<file path="src/rtl/finc_fdec_if.sv">
// Request/status bundle between the clock controller and one FINC/FDEC sequencer.
// The controller side is master; the sequencer side is slave.
interface finc_fdec_if #(
  parameter int unsigned PENDING_W = 8
) ();
  logic                 req_valid;
  logic [1:0]           req_speed;
  logic                 clear_overflow;
  logic                 FINC;
  logic                 FDEC;
  logic                 busy;
  logic [PENDING_W-1:0] pending;
  logic                 overflow;

  modport master (
    output req_valid, req_speed, clear_overflow,
    input  FINC, FDEC, busy, pending, overflow
  );

  modport slave (
    input  req_valid, req_speed, clear_overflow,
    output FINC, FDEC, busy, pending, overflow
  );
endinterface

</file>
<file path="src/rtl/finc_fdec_sequencer.sv">
// Turns speed-change requests into spaced FINC/FDEC pulses for the clock generator.
// Requests arriving during a pulse are accumulated as a saturating signed net step count.
module finc_fdec_sequencer #(
  parameter int unsigned PULSE_CYCLES = 4,
  parameter int unsigned GAP_CYCLES   = 8,
  parameter int unsigned PENDING_W    = 8
) (
  input  logic        clk,
  input  logic        rst,
  finc_fdec_if.slave  bus
);

  localparam int unsigned CNT_MAX = (PULSE_CYCLES > GAP_CYCLES) ? PULSE_CYCLES : GAP_CYCLES;
  localparam int unsigned CNT_W   = (CNT_MAX > 1) ? $clog2(CNT_MAX) : 1;
  localparam int unsigned SUM_W   = PENDING_W + 1;

  localparam logic signed [SUM_W-1:0] POS_LIM = $signed({2'b00, {(PENDING_W-1){1'b1}}});
  localparam logic signed [SUM_W-1:0] NEG_LIM = -POS_LIM;
  localparam logic signed [SUM_W-1:0] ONE     = SUM_W'(1);

  typedef enum logic [1:0] {
    IDLE  = 2'd0,
    PULSE = 2'd1,
    GAP   = 2'd2
  } state_t;

  state_t                        state_q, state_d;
  logic [CNT_W-1:0]              cnt_q, cnt_d;
  logic                          finc_q, finc_d;
  logic                          fdec_q, fdec_d;
  logic                          busy_q, busy_d;
  logic signed [PENDING_W-1:0]   pend_q, pend_d;
  logic                          ovf_q, ovf_d;

  logic signed [SUM_W-1:0]       issue_delta;
  logic signed [SUM_W-1:0]       req_delta;
  logic signed [SUM_W-1:0]       base;
  logic signed [SUM_W-1:0]       sum;
  logic                          drop;

  // State and output registers; async reset drops the pins immediately
  always_ff @(posedge clk or posedge rst) begin
    if (rst) begin
      state_q <= IDLE;
      cnt_q   <= '0;
      finc_q  <= 1'b0;
      fdec_q  <= 1'b0;
      busy_q  <= 1'b0;
      pend_q  <= '0;
      ovf_q   <= 1'b0;
    end else begin
      state_q <= state_d;
      cnt_q   <= cnt_d;
      finc_q  <= finc_d;
      fdec_q  <= fdec_d;
      busy_q  <= busy_d;
      pend_q  <= pend_d;
      ovf_q   <= ovf_d;
    end
  end

  // Next-state, pin and accumulator logic
  always_comb begin
    state_d     = state_q;
    cnt_d       = cnt_q;
    finc_d      = finc_q;
    fdec_d      = fdec_q;
    issue_delta = '0;
    req_delta   = '0;
    drop        = 1'b0;

    case (state_q)
      IDLE: begin
        if (pend_q != '0) begin
          state_d = PULSE;
          cnt_d   = CNT_W'(PULSE_CYCLES - 1);
          if (!pend_q[PENDING_W-1]) begin
            finc_d      = 1'b1;
            issue_delta = -ONE;
          end else begin
            fdec_d      = 1'b1;
            issue_delta = ONE;
          end
        end
      end
      PULSE: begin
        if (cnt_q == '0) begin
          finc_d  = 1'b0;
          fdec_d  = 1'b0;
          state_d = GAP;
          cnt_d   = CNT_W'(GAP_CYCLES - 1);
        end else begin
          cnt_d = cnt_q - CNT_W'(1);
        end
      end
      GAP: begin
        if (cnt_q == '0) begin
          state_d = IDLE;
        end else begin
          cnt_d = cnt_q - CNT_W'(1);
        end
      end
      default: begin
        state_d = IDLE;
        cnt_d   = '0;
        finc_d  = 1'b0;
        fdec_d  = 1'b0;
      end
    endcase

    busy_d = (state_d != IDLE);

    if (bus.req_valid) begin
      case (bus.req_speed)
        2'b10:   req_delta = ONE;
        2'b01:   req_delta = -ONE;
        default: req_delta = '0;
      endcase
    end

    // Issuing always moves toward zero, so only the request can push past a bound
    base = {pend_q[PENDING_W-1], pend_q} + issue_delta;
    sum  = base + req_delta;
    if ((sum > POS_LIM) || (sum < NEG_LIM)) begin
      drop   = 1'b1;
      pend_d = base[PENDING_W-1:0];
    end else begin
      pend_d = sum[PENDING_W-1:0];
    end

    if (drop) begin
      ovf_d = 1'b1;
    end else if (bus.clear_overflow) begin
      ovf_d = 1'b0;
    end else begin
      ovf_d = ovf_q;
    end
  end

  assign bus.FINC     = finc_q;
  assign bus.FDEC     = fdec_q;
  assign bus.busy     = busy_q;
  assign bus.pending  = pend_q;
  assign bus.overflow = ovf_q;

endmodule

</file>
<file path="src/flat_wrapper.sv">
// flat-port wrapper written by rule: the top's interface ports become plain ports
module finc_fdec_sequencer_flat 
#(
  parameter int unsigned PULSE_CYCLES = 4,
  parameter int unsigned GAP_CYCLES   = 8,
  parameter int unsigned PENDING_W    = 8
)
  (clk, rst, bus_req_valid, bus_req_speed, bus_clear_overflow, bus_FINC, bus_FDEC, bus_busy, bus_pending, bus_overflow);
  finc_fdec_if #(.PENDING_W(PENDING_W)) bus_i ();
  input  logic clk;
  input  logic rst;
  input wire logic [$bits(bus_i.req_valid)-1:0] bus_req_valid;
  input wire logic [$bits(bus_i.req_speed)-1:0] bus_req_speed;
  input wire logic [$bits(bus_i.clear_overflow)-1:0] bus_clear_overflow;
  output wire logic [$bits(bus_i.FINC)-1:0] bus_FINC;
  output wire logic [$bits(bus_i.FDEC)-1:0] bus_FDEC;
  output wire logic [$bits(bus_i.busy)-1:0] bus_busy;
  output wire logic [$bits(bus_i.pending)-1:0] bus_pending;
  output wire logic [$bits(bus_i.overflow)-1:0] bus_overflow;
  assign bus_i.req_valid = bus_req_valid;
  assign bus_i.req_speed = bus_req_speed;
  assign bus_i.clear_overflow = bus_clear_overflow;
  assign bus_FINC = bus_i.FINC;
  assign bus_FDEC = bus_i.FDEC;
  assign bus_busy = bus_i.busy;
  assign bus_pending = bus_i.pending;
  assign bus_overflow = bus_i.overflow;
  finc_fdec_sequencer #(.PULSE_CYCLES(PULSE_CYCLES), .GAP_CYCLES(GAP_CYCLES), .PENDING_W(PENDING_W)) u_core (.clk(clk), .rst(rst), .bus(bus_i));
endmodule
</file>
<file path="config.mk">
export PLATFORM = sky130hd
export DESIGN_NAME = finc_fdec_sequencer_flat
export DESIGN_NICKNAME = d
export VERILOG_FILES = /design/src/rtl/finc_fdec_if.sv /design/src/rtl/finc_fdec_sequencer.sv /design/src/flat_wrapper.sv
export SDC_FILE = /design/constraint.sdc
export NUM_CORES = 1
export LEC_CHECK = 0
export ABC_AREA = 1
export BUFFER_PORTS_ARGS = -buffer_cell sky130_fd_sc_hd__buf_4
export CORE_MARGIN = 4
export CORE_UTILIZATION = 50
export DETAILED_ROUTE_END_ITERATION = 16
export PLACE_DENSITY = 0.7
export SYNTH_ARGS = -nofsm -noshare
export SYNTH_HDL_FRONTEND = slang
export SYNTH_SLANG_ARGS = --single-unit
</file>
<file path="constraint.sdc">
create_clock -name clk -period 6.1 [get_ports clk]
set_input_delay 0.61 -clock clk [delete_from_list [all_inputs] [get_ports clk]]
set_output_delay 0.61 -clock clk [all_outputs]
set_load 0.02 [all_outputs]
</file>
* Word level (Yosys, flattened, before mapping)
Cells that the tools add are included.
** Word-level totals
- ROM bits :: 0
- Register bits after elaboration :: 17
- Memories :: 0
- Output and inout bits :: 12
- Bits in latches :: 0
- Bits of input ports :: 6
- RAM bits :: 0
** Operators by class
- Magnitude comparators :: 2
- Muxes and demuxes :: 24
- $mul :: 0
- Add/subtract/negate cells :: 3
- Div/mod/pow operators :: 0
- Reduce and logical (&&, ||, !) cells :: 9
- Bitwise logic cells :: 1
- Equal/unequal tests :: 9
- Shifts and indexed selects :: 0
** Operators with widths (number)
- $mux 9 :: 4
- $add 9x9->9 :: 2
- $pmux 9 s2 :: 1
- $gt 9x8->1 const B :: 1
- $lt 9x8->1 const B :: 1
- $mux 3 :: 3
- $pmux 3 s3 :: 1
- $mux 1 :: 8
- $mux 8 :: 1
- $reduce_and 4->1 :: 2
- $reduce_bool 8->1 :: 1
- $mux 2 :: 3
- $ne 2x1->1 const B :: 3
- $pmux 1 s3 :: 2
- $pmux 2 s3 :: 1
- $eq 2x1->1 const B :: 2
- $eq 2x2->1 const B :: 2
- $ne 2x2->1 const B :: 2
- $reduce_bool 2->1 :: 2
- $logic_not 3->1 :: 1
- $sub 3x1->3 const B :: 1
- $logic_not 2->1 :: 1
- $reduce_and 2->1 :: 1
- $logic_or 1x1->1 :: 1
- $not 1->1 :: 1

* Logic depth before layout (Yosys ltp)
Gate-level depths: netlist of run 1.
- Depth after elaboration :: 9
- Depth in mapped cells :: 27

* Worst setup path before layout of run 1
No wires, ideal clock.
- Path kind :: reg-to-reg
- Start :: register u_core.pend_q[1], in the netlist u_core.bus.pending[1]
- End :: register u_core.ovf_q, in the netlist u_core.bus.overflow
- Cell stages (with the launch flop) :: 23
- Required time :: 5972 ps
- Arrival :: 3602 ps
- Period minus slack after synthesis :: 3730 ps
- Path slack :: 2370 ps
- Cell sequence :: dfrtp_1 > nor4_1 > and2_1 > nor2_1 > inv_1 > nor2_1 > ha_1 > a21oi_1 > nand2_1 > nand2_1 > nand2_1 > a21oi_1 > xor2_1 > inv_1 > ha_1 > a21oi_1 > o21ai_0 > nor2_1 > inv_1 > nand3_2 > nand3_2 > nand2_4 > o21ai_0
** On the way
- Cells in the longest elaborated chain, start to end :: 9
** RTL lines
- start, declared :: line finc_fdec_sequencer.sv:32 : logic signed [PENDING_W-1:0] pend_q, pend_d;
- start signal, assigned :: line finc_fdec_sequencer.sv:57 : pend_q <= pend_d;
- $reduce_bool 8->1 :: line finc_fdec_sequencer.sv:74 : if (pend_q != '0) begin
- $mux 9 :: line finc_fdec_sequencer.sv:74
- $mux 9 :: line finc_fdec_sequencer.sv:72 : case (state_q)
- $add 9x9->9 * :: line finc_fdec_sequencer.sv:122 : base = {pend_q[PENDING_W-1], pend_q} + issue_delta;
- $add 9x9->9 * :: line finc_fdec_sequencer.sv:123 : sum = base + req_delta;
- $gt 9x8->1 / $lt 9x8->1 (equally long branches) :: line finc_fdec_sequencer.sv:124 : if ((sum > POS_LIM) || (sum < NEG_LIM)) begin
- $logic_or 1x1->1 * :: line finc_fdec_sequencer.sv:124
- $mux 1 * :: line finc_fdec_sequencer.sv:124
- $mux 1 / $reduce_bool 2->1 (equally long branches)
- end signal, assigned :: line finc_fdec_sequencer.sv:58 : ovf_q <= ovf_d;
- end, declared :: line finc_fdec_sequencer.sv:33 : logic ovf_q, ovf_d;
Mark *: on every way between the ends. The rest lies on a longest branch, timed or not.
A chain may end at the register's enable or synchronous reset.

* Worst setup path after layout of run 1
- Start :: register u_core.state_q[0]
- End :: register u_core.ovf_q, in the netlist u_core.bus.overflow
** On the way
- Cells in the longest elaborated chain, start to end :: 8
** RTL lines
- start, declared :: line finc_fdec_sequencer.sv:27 : state_t state_q, state_d;
- start signal, assigned :: line finc_fdec_sequencer.sv:52 : state_q <= state_d;
- $logic_not 2->1 * :: line finc_fdec_sequencer.sv:72
- $mux 9 * :: line finc_fdec_sequencer.sv:72
- $add 9x9->9 * :: line finc_fdec_sequencer.sv:122
- $add 9x9->9 * :: line finc_fdec_sequencer.sv:123
- $gt 9x8->1 / $lt 9x8->1 (equally long branches) :: line finc_fdec_sequencer.sv:124
- $logic_or 1x1->1 * :: line finc_fdec_sequencer.sv:124
- $mux 1 * :: line finc_fdec_sequencer.sv:124
- $mux 1 / $reduce_bool 2->1 (equally long branches)
Marked as above.

==> impl_metrics.yaml, run 1 <==
routing:
  avgRoutedWirePerCell_um: 11.2
  drcViolationCount: 0
  drtIter0Drc: 85
  dr.pass1.iters: 4
  wl_met2_um: 1590
  ant_nets: 0
  wl_um: 3450
  maxUsedRoutingLayer: "met4"
  viasPerCell: 4.91
  dr_wl_met3_um: 86
  met1Wirelength_um: 1700
  vias: 1507
floorplan:
  core-area_um2: 3100
  row_count: 20
  die_h_um: 65.5
  die_area_um2: 4280
  start_util_pct: 53.2
  die_w_um: 65.5
  ioPinCount: 18
layout:
  n_antenna_cell: 0
  drive_above_1_share_pct: 11.0
  mostFrequentLayoutCells: "nand2_1 (73), inv_1 (41), nand3_1 (26), ha_1 (20)"
  final_common_cell: "nand2_1"
  finalNetCount: 292
  post-route-cell-area_um2: 1860
  area_growth_pct: 12.7
clock_tree:
  worstSkewPairLatency_ps: 280
  post-cts-setup-buffer-count: 0
  htreeDepth: 1
  cts.sinks: 17
  tritoncts: "yes"
  cts_hold_buf: 0
  clk_pin_slew_worst_paths_ps: 100
  cts_resized: 0
  cts_buffers: 3
  cts_root_buffer: "clkbuf_4"
  clock_tree.buffer_depth: 2
critical_path:
  cp.required_ps: 6280
  critPathCaptureType: "flip-flop"
  crit_chain: "nor2_1, inv_1, nor2_1, inv_1, nor2_1, ha_1, a21oi_1, nand2_1, nand2_1, nand2_1, a21oi_1, xor2_1, inv_1, ha_1, a21oi_1, o21ai_0, nor2_1, inv_1, nand3_2, nand3_2, nand2_4, o21ai_0"
  criticalPathCategory: "reg -> reg"
  slowest_delay_ps: 430
  cp_max_fo: 9
  arrival_ps: 4330
  critPathSlowestCell: "dfrtp_1"
  startpoint_type: "flip-flop"
min_path:
  min_path_type: "in -> async"
place:
  io_buffers: 17
  dpl.hpwl_um: 2900
  placed_cell_area_um2: 1830
  gp_congestion: 0.923
logic_synthesis:
  synth_nets: 270
  avgSynthCellArea_um2: 6.82
  syn-cell-area_um2: 1650
  yosys_warnings: 0
  seq_area_frac_synth_pct: 25.8
  synth_seq_cells: 17
  syn_inst: 242
  synth.distinct_cells: 25
global_route:
  grt_pass1_vias: 1448
  gr-total-overflow: 0
  grt_pass1_wl_um: 6240
  antenna_found_initial: 0
  grt_max_degree: 18
  gr-usage-all-layers_pct: 18.1
sta:
  hold_viol: 0
  worst_slew_pin_slew_ps: 624
  rsz0062_at_grt: "false"
  setup_violations: 0
  tns_ps: 0
  hold_ws_ps: 394
  max_freq_mhz: 241
  fin_skew_ps: 1.11
  relSlewSlack_pct: 58.4
  drv_slew: 0
  finalCritPeriodShare_pct: 68.1
  min_period_ps: 4150
job:
  drv_cap: 0
outcome:
  outcome: "completed"
## synth_stat cells, drive strengths merged
cell    number  area [µm²]
nand2       75         297
a31o         1        8.76
xnor2        3        26.3
ha          20         250
nor2        15        56.3
nand3       29         160
o211ai       1        7.51
nand3b       1        7.51
or2          2        12.5
nand4        2        12.5
o21ai       10        50.1
and2         1        6.26
a31oi        2        12.5
nor3         1        5.00
fa           2        40.0
dfrtp       17         425
inv         41         154
xor2         4        35.0
nor4         2        12.5
o21a         1        7.51
a21oi       12        63.8
## layer usage
layer  up-vias  track usage (%)
met1       650             24.3
met4         0             6.99
met5         -                0
met2        21             30.3
met3         8             1.20
li1        828                -
## final cells by class
class,instances,area [µm²]
fillers,316,1240
multi-input cells,184,1070
flip-flops and latches,17,425
inverters,41,154
repair buffers,17,128
well taps,44,55.1
clock buffers,3,22.5
clock inverters,1,5.00
## critical path: cells and delay by family (launching register included)
kind,cells,cell delay [ps]
simple gates,10,1640
compound gates,5,750
fa+ha+maj,2,690
flops,1,430
buf+inv,4,380
xor+xnor,1,160
## metrics by stage
| stage | cells | setup slack, ps | utilization, % |
|---|---|---|---|
| finish | 307 | 1950 | 60.0 |
| global route | 307 | 1460 | 60.0 |
| CTS | 307 | 1980 | 60.0 |
| detailed placement | 303 | 2000 | 59.1 |
| global placement | 303 | 2140 | 59.1 |
| floorplan | 242 | 2370 | - |
## registers in the layout (all words and copies together), names as in the netlist
signal and cells:
u_core.bus.FDEC 1, u_core.bus.FINC 1, u_core.bus.busy 1, u_core.bus.overflow 1, u_core.bus.pending 8, u_core.cnt_q 3
u_core.state_q 2
## path summary, 6_finish.rpt
kind	from	endpoint	slack, ps	cells after the start
min reg2reg	u_core.bus.FINC	u_core.bus.FINC	500	2
max reg2reg	u_core.state_q[0]	u_core.bus.overflow	1950	22
min in group clk	bus_clear_overflow	u_core.bus.overflow	490	2
min	rst	u_core.cnt_q[1]	390	2
max	u_core.state_q[0]	u_core.bus.overflow	1950	22
max in group asynchronous	rst	u_core.bus.FDEC	5310	2
## cell families (layout without fill, tap and decap cells)
logic type,Yosys count,count (layout),synth area share (%)
adder cells (fa/ha/maj),22,22,17.6
XOR/XNOR,7,7,3.72
flip-flops,17,17,25.8
AO/OA/AOI/OAI,27,27,9.10
AND/OR/NAND/NOR,128,128,34.5
buffers and inverters,41,62,9.33
Power of run 1 is left out: the tool's default activity adds up to more than one toggle a clock period on the data nets, which glitch-free logic cannot reach.
==> run 2: changes to the inputs <==
- PLACE_DENSITY: 0.7 -> 0.72
- clock period: 6.1 -> 3.69 ns (I/O delays scaled with it)
==> run 2 against run 1 <==
  * Worst setup slack lost 1900 ps
  * First-iteration DRC count increased by 29%
  * Cell count grew 7.5%
  * Global-route usage up 1.4 points
  * Wire length is 24% higher
  * Core utilization grew 13 points
  * Critical endpoint is now u_core.bus.pending[6]
  * Flip-flop and latch count stayed put
  * Sequential share of layout area fell by 3.9 points
  * Non-clock buffer count is 21 higher
==> impl_metrics.yaml, run 2 (synthesis gave the netlist of run 1 again) <==
layout:
  final_common_cell: "nand2_1"
  mostFrequentLayoutCells: "nand2_1 (71), inv_1 (37), buf_4 (37), nand3_1 (25), dfrtp_1 (14)"
  area_growth_pct: 37.1
  multi_input_area_um2: 1310
  largest_reg_flops: 8
  n_antenna_cell: 0
  post-route-cell-area_um2: 2260
  nFillCells: 267
  finalNetCount: 315
  final-seq-area_um2: 429
  drive_above_1_share_pct: 30.1
routing:
  viasPerCell: 5.06
  dr.pass1.iters: 4
  wl_um: 4280
  drtIter0Drc: 110
  vias: 1671
  avgRoutedWirePerCell_um: 13.0
  drcViolationCount: 0
  ant_nets: 0
place:
  placed_cell_area_um2: 1920
  dpl.hpwl_um: 3030
  io_buffers: 17
  gp_congestion: 0.818
critical_path:
  startpoint_type: "flip-flop"
  critPathCaptureType: "flip-flop"
  path_common_cell: "nand2_1"
  arrival_ps: 3850
  cp_max_fo: 8
  criticalPathCategory: "reg -> reg"
  cp-startpoint: "u_core.bus.pending[7]"
  regToRegStartpoint: "u_core.bus.pending[7]"
  cp.required_ps: 3930
  slowest_delay_ps: 420
  worst-path-buf-inv: 2
  critPathSlowestCell: "dfrtp_1"
  cp_top_family: "simple AND/OR/NAND/NOR gates"
  crit_chain: "nor4_2, and2_1, nor2_2, inv_2, nor2_4, ha_1, nand3_1, nand2_2, nand2_1, nand2_1, a21oi_2, xor2_1, inv_2, ha_1, a21oi_2, o21ai_1, nor2_2, nand3_2, nand2_4, nand2_4, nand2_4, nand2_1, nand2_1"
floorplan:
  start_util_pct: 53.2
  core-area_um2: 3100
  row_count: 20
  ioPinCount: 18
  die_h_um: 65.5
  die_area_um2: 4280
  die_w_um: 65.5
clock_tree:
  clock_tree.buffer_depth: 2
  worstSkewPairLatency_ps: 310
  cts_hold_buf: 0
  htreeDepth: 1
  cts.sinks: 17
  cts_root_buffer: "clkbuf_4"
  cts_buffers: 3
  tritoncts: "yes"
  clk_pin_slew_worst_paths_ps: 110
job:
  drv_cap: 0
sta:
  fin_skew_ps: 17.7
  drv_slew: 0
  hold_viol: 0
  finalCritPeriodShare_pct: 97.7
  relSlewSlack_pct: 56.4
  max_freq_mhz: 277
  worst_slew_pin_slew_ps: 654
  setup_violations: 0
  min_period_ps: 3610
outcome:
  outcome: "completed"
global_route:
  gr-usage-all-layers_pct: 19.5
  gr-total-overflow: 0
  grt_pass1_wl_um: 6690
  grt_max_degree: 18
  antenna_found_initial: 0
  grt_pass1_vias: 1586
min_path:
  min_path_type: "in -> async"
## run 2: changes by cell type in the layout (fill, tap and decap cells not counted), sizes merged
cell   before  now
nand3      29   30
buf        17   38
nand2      75   76
## run 2: final cells by class
| type | count | area share (%) |
|---|---|---|
| Multi-Input combinational cell | 186 | 57.8 |
| Sequential cell | 17 | 19.0 |
| Timing Repair Buffer | 38 | 12.8 |
| Inverter | 41 | 6.80 |
| Tap cell | 44 | 2.43 |
| Clock buffer | 3 | 0.995 |
| Clock inverter | 1 | 0.221 |
## run 2: path summary, 6_finish.rpt
check | to | slack, ps | cells past startpoint
worst max-delay path | u_core.bus.pending[6] | 80 | 23
min in group clk | u_core.bus.overflow | 210 | 2
max in group asynchronous | u_core.bus.pending[6] | 3080 | 2
worst min register to register | u_core.bus.FDEC | 490 | 2
worst max register to register | u_core.bus.pending[6] | 80 | 23
worst min-delay path | u_core.bus.overflow | 130 | 2
## run 2: worst reg2reg max path, cell delays in order, from the launching register on
cell,delay [ps]
dfrtp_1,420
nor4_2,310
and2_1,200
nor2_2,60
inv_2,80
nor2_4,50
ha_1,270
nand3_1,110
nand2_2,80
nand2_1,70
nand2_1,80
a21oi_2,160
xor2_1,190
inv_2,90
ha_1,320
a21oi_2,180
o21ai_1,90
nor2_2,150
nand3_2,190
nand2_4,140
nand2_4,80
nand2_4,100
nand2_1,70
nand2_1,50
## run 2: timing repair
action                                  4_1_cts  5_1_grt
resized for setup                             3       41
endpoints found under the hold margin         0        0
setup buffers                                 2        8
endpoints found under the setup margin        9        9
cloned                                        0        2
pin swaps                                     2        9
## run 2: metal layers
metal / GRT usage, % / vias up / wire length [µm]
met5: 0 / - / 0
met4: 6.22 / 0 / 87
met3: 1.03 / 7 / 95
met2: 37.5 / 26 / 2380
met1: 22.9 / 766 / 1720
li1: - / 872 / -
## run 2: per-stage QoR
stage               setup TNS, ps  cells  util [%]  hold WS (ps)  setup WS [ps]
floorplan                       0    242         -           295           99.7
global placement                0    314      61.8           468           21.7
detailed placement           -200    314      61.8           473          -56.9
CTS                             0    320      63.6           160           23.3
global route                -1440    330      72.9           217           -194
finish                          0    330      72.9           134           84.6
Power of run 2 is left out for the same reason.
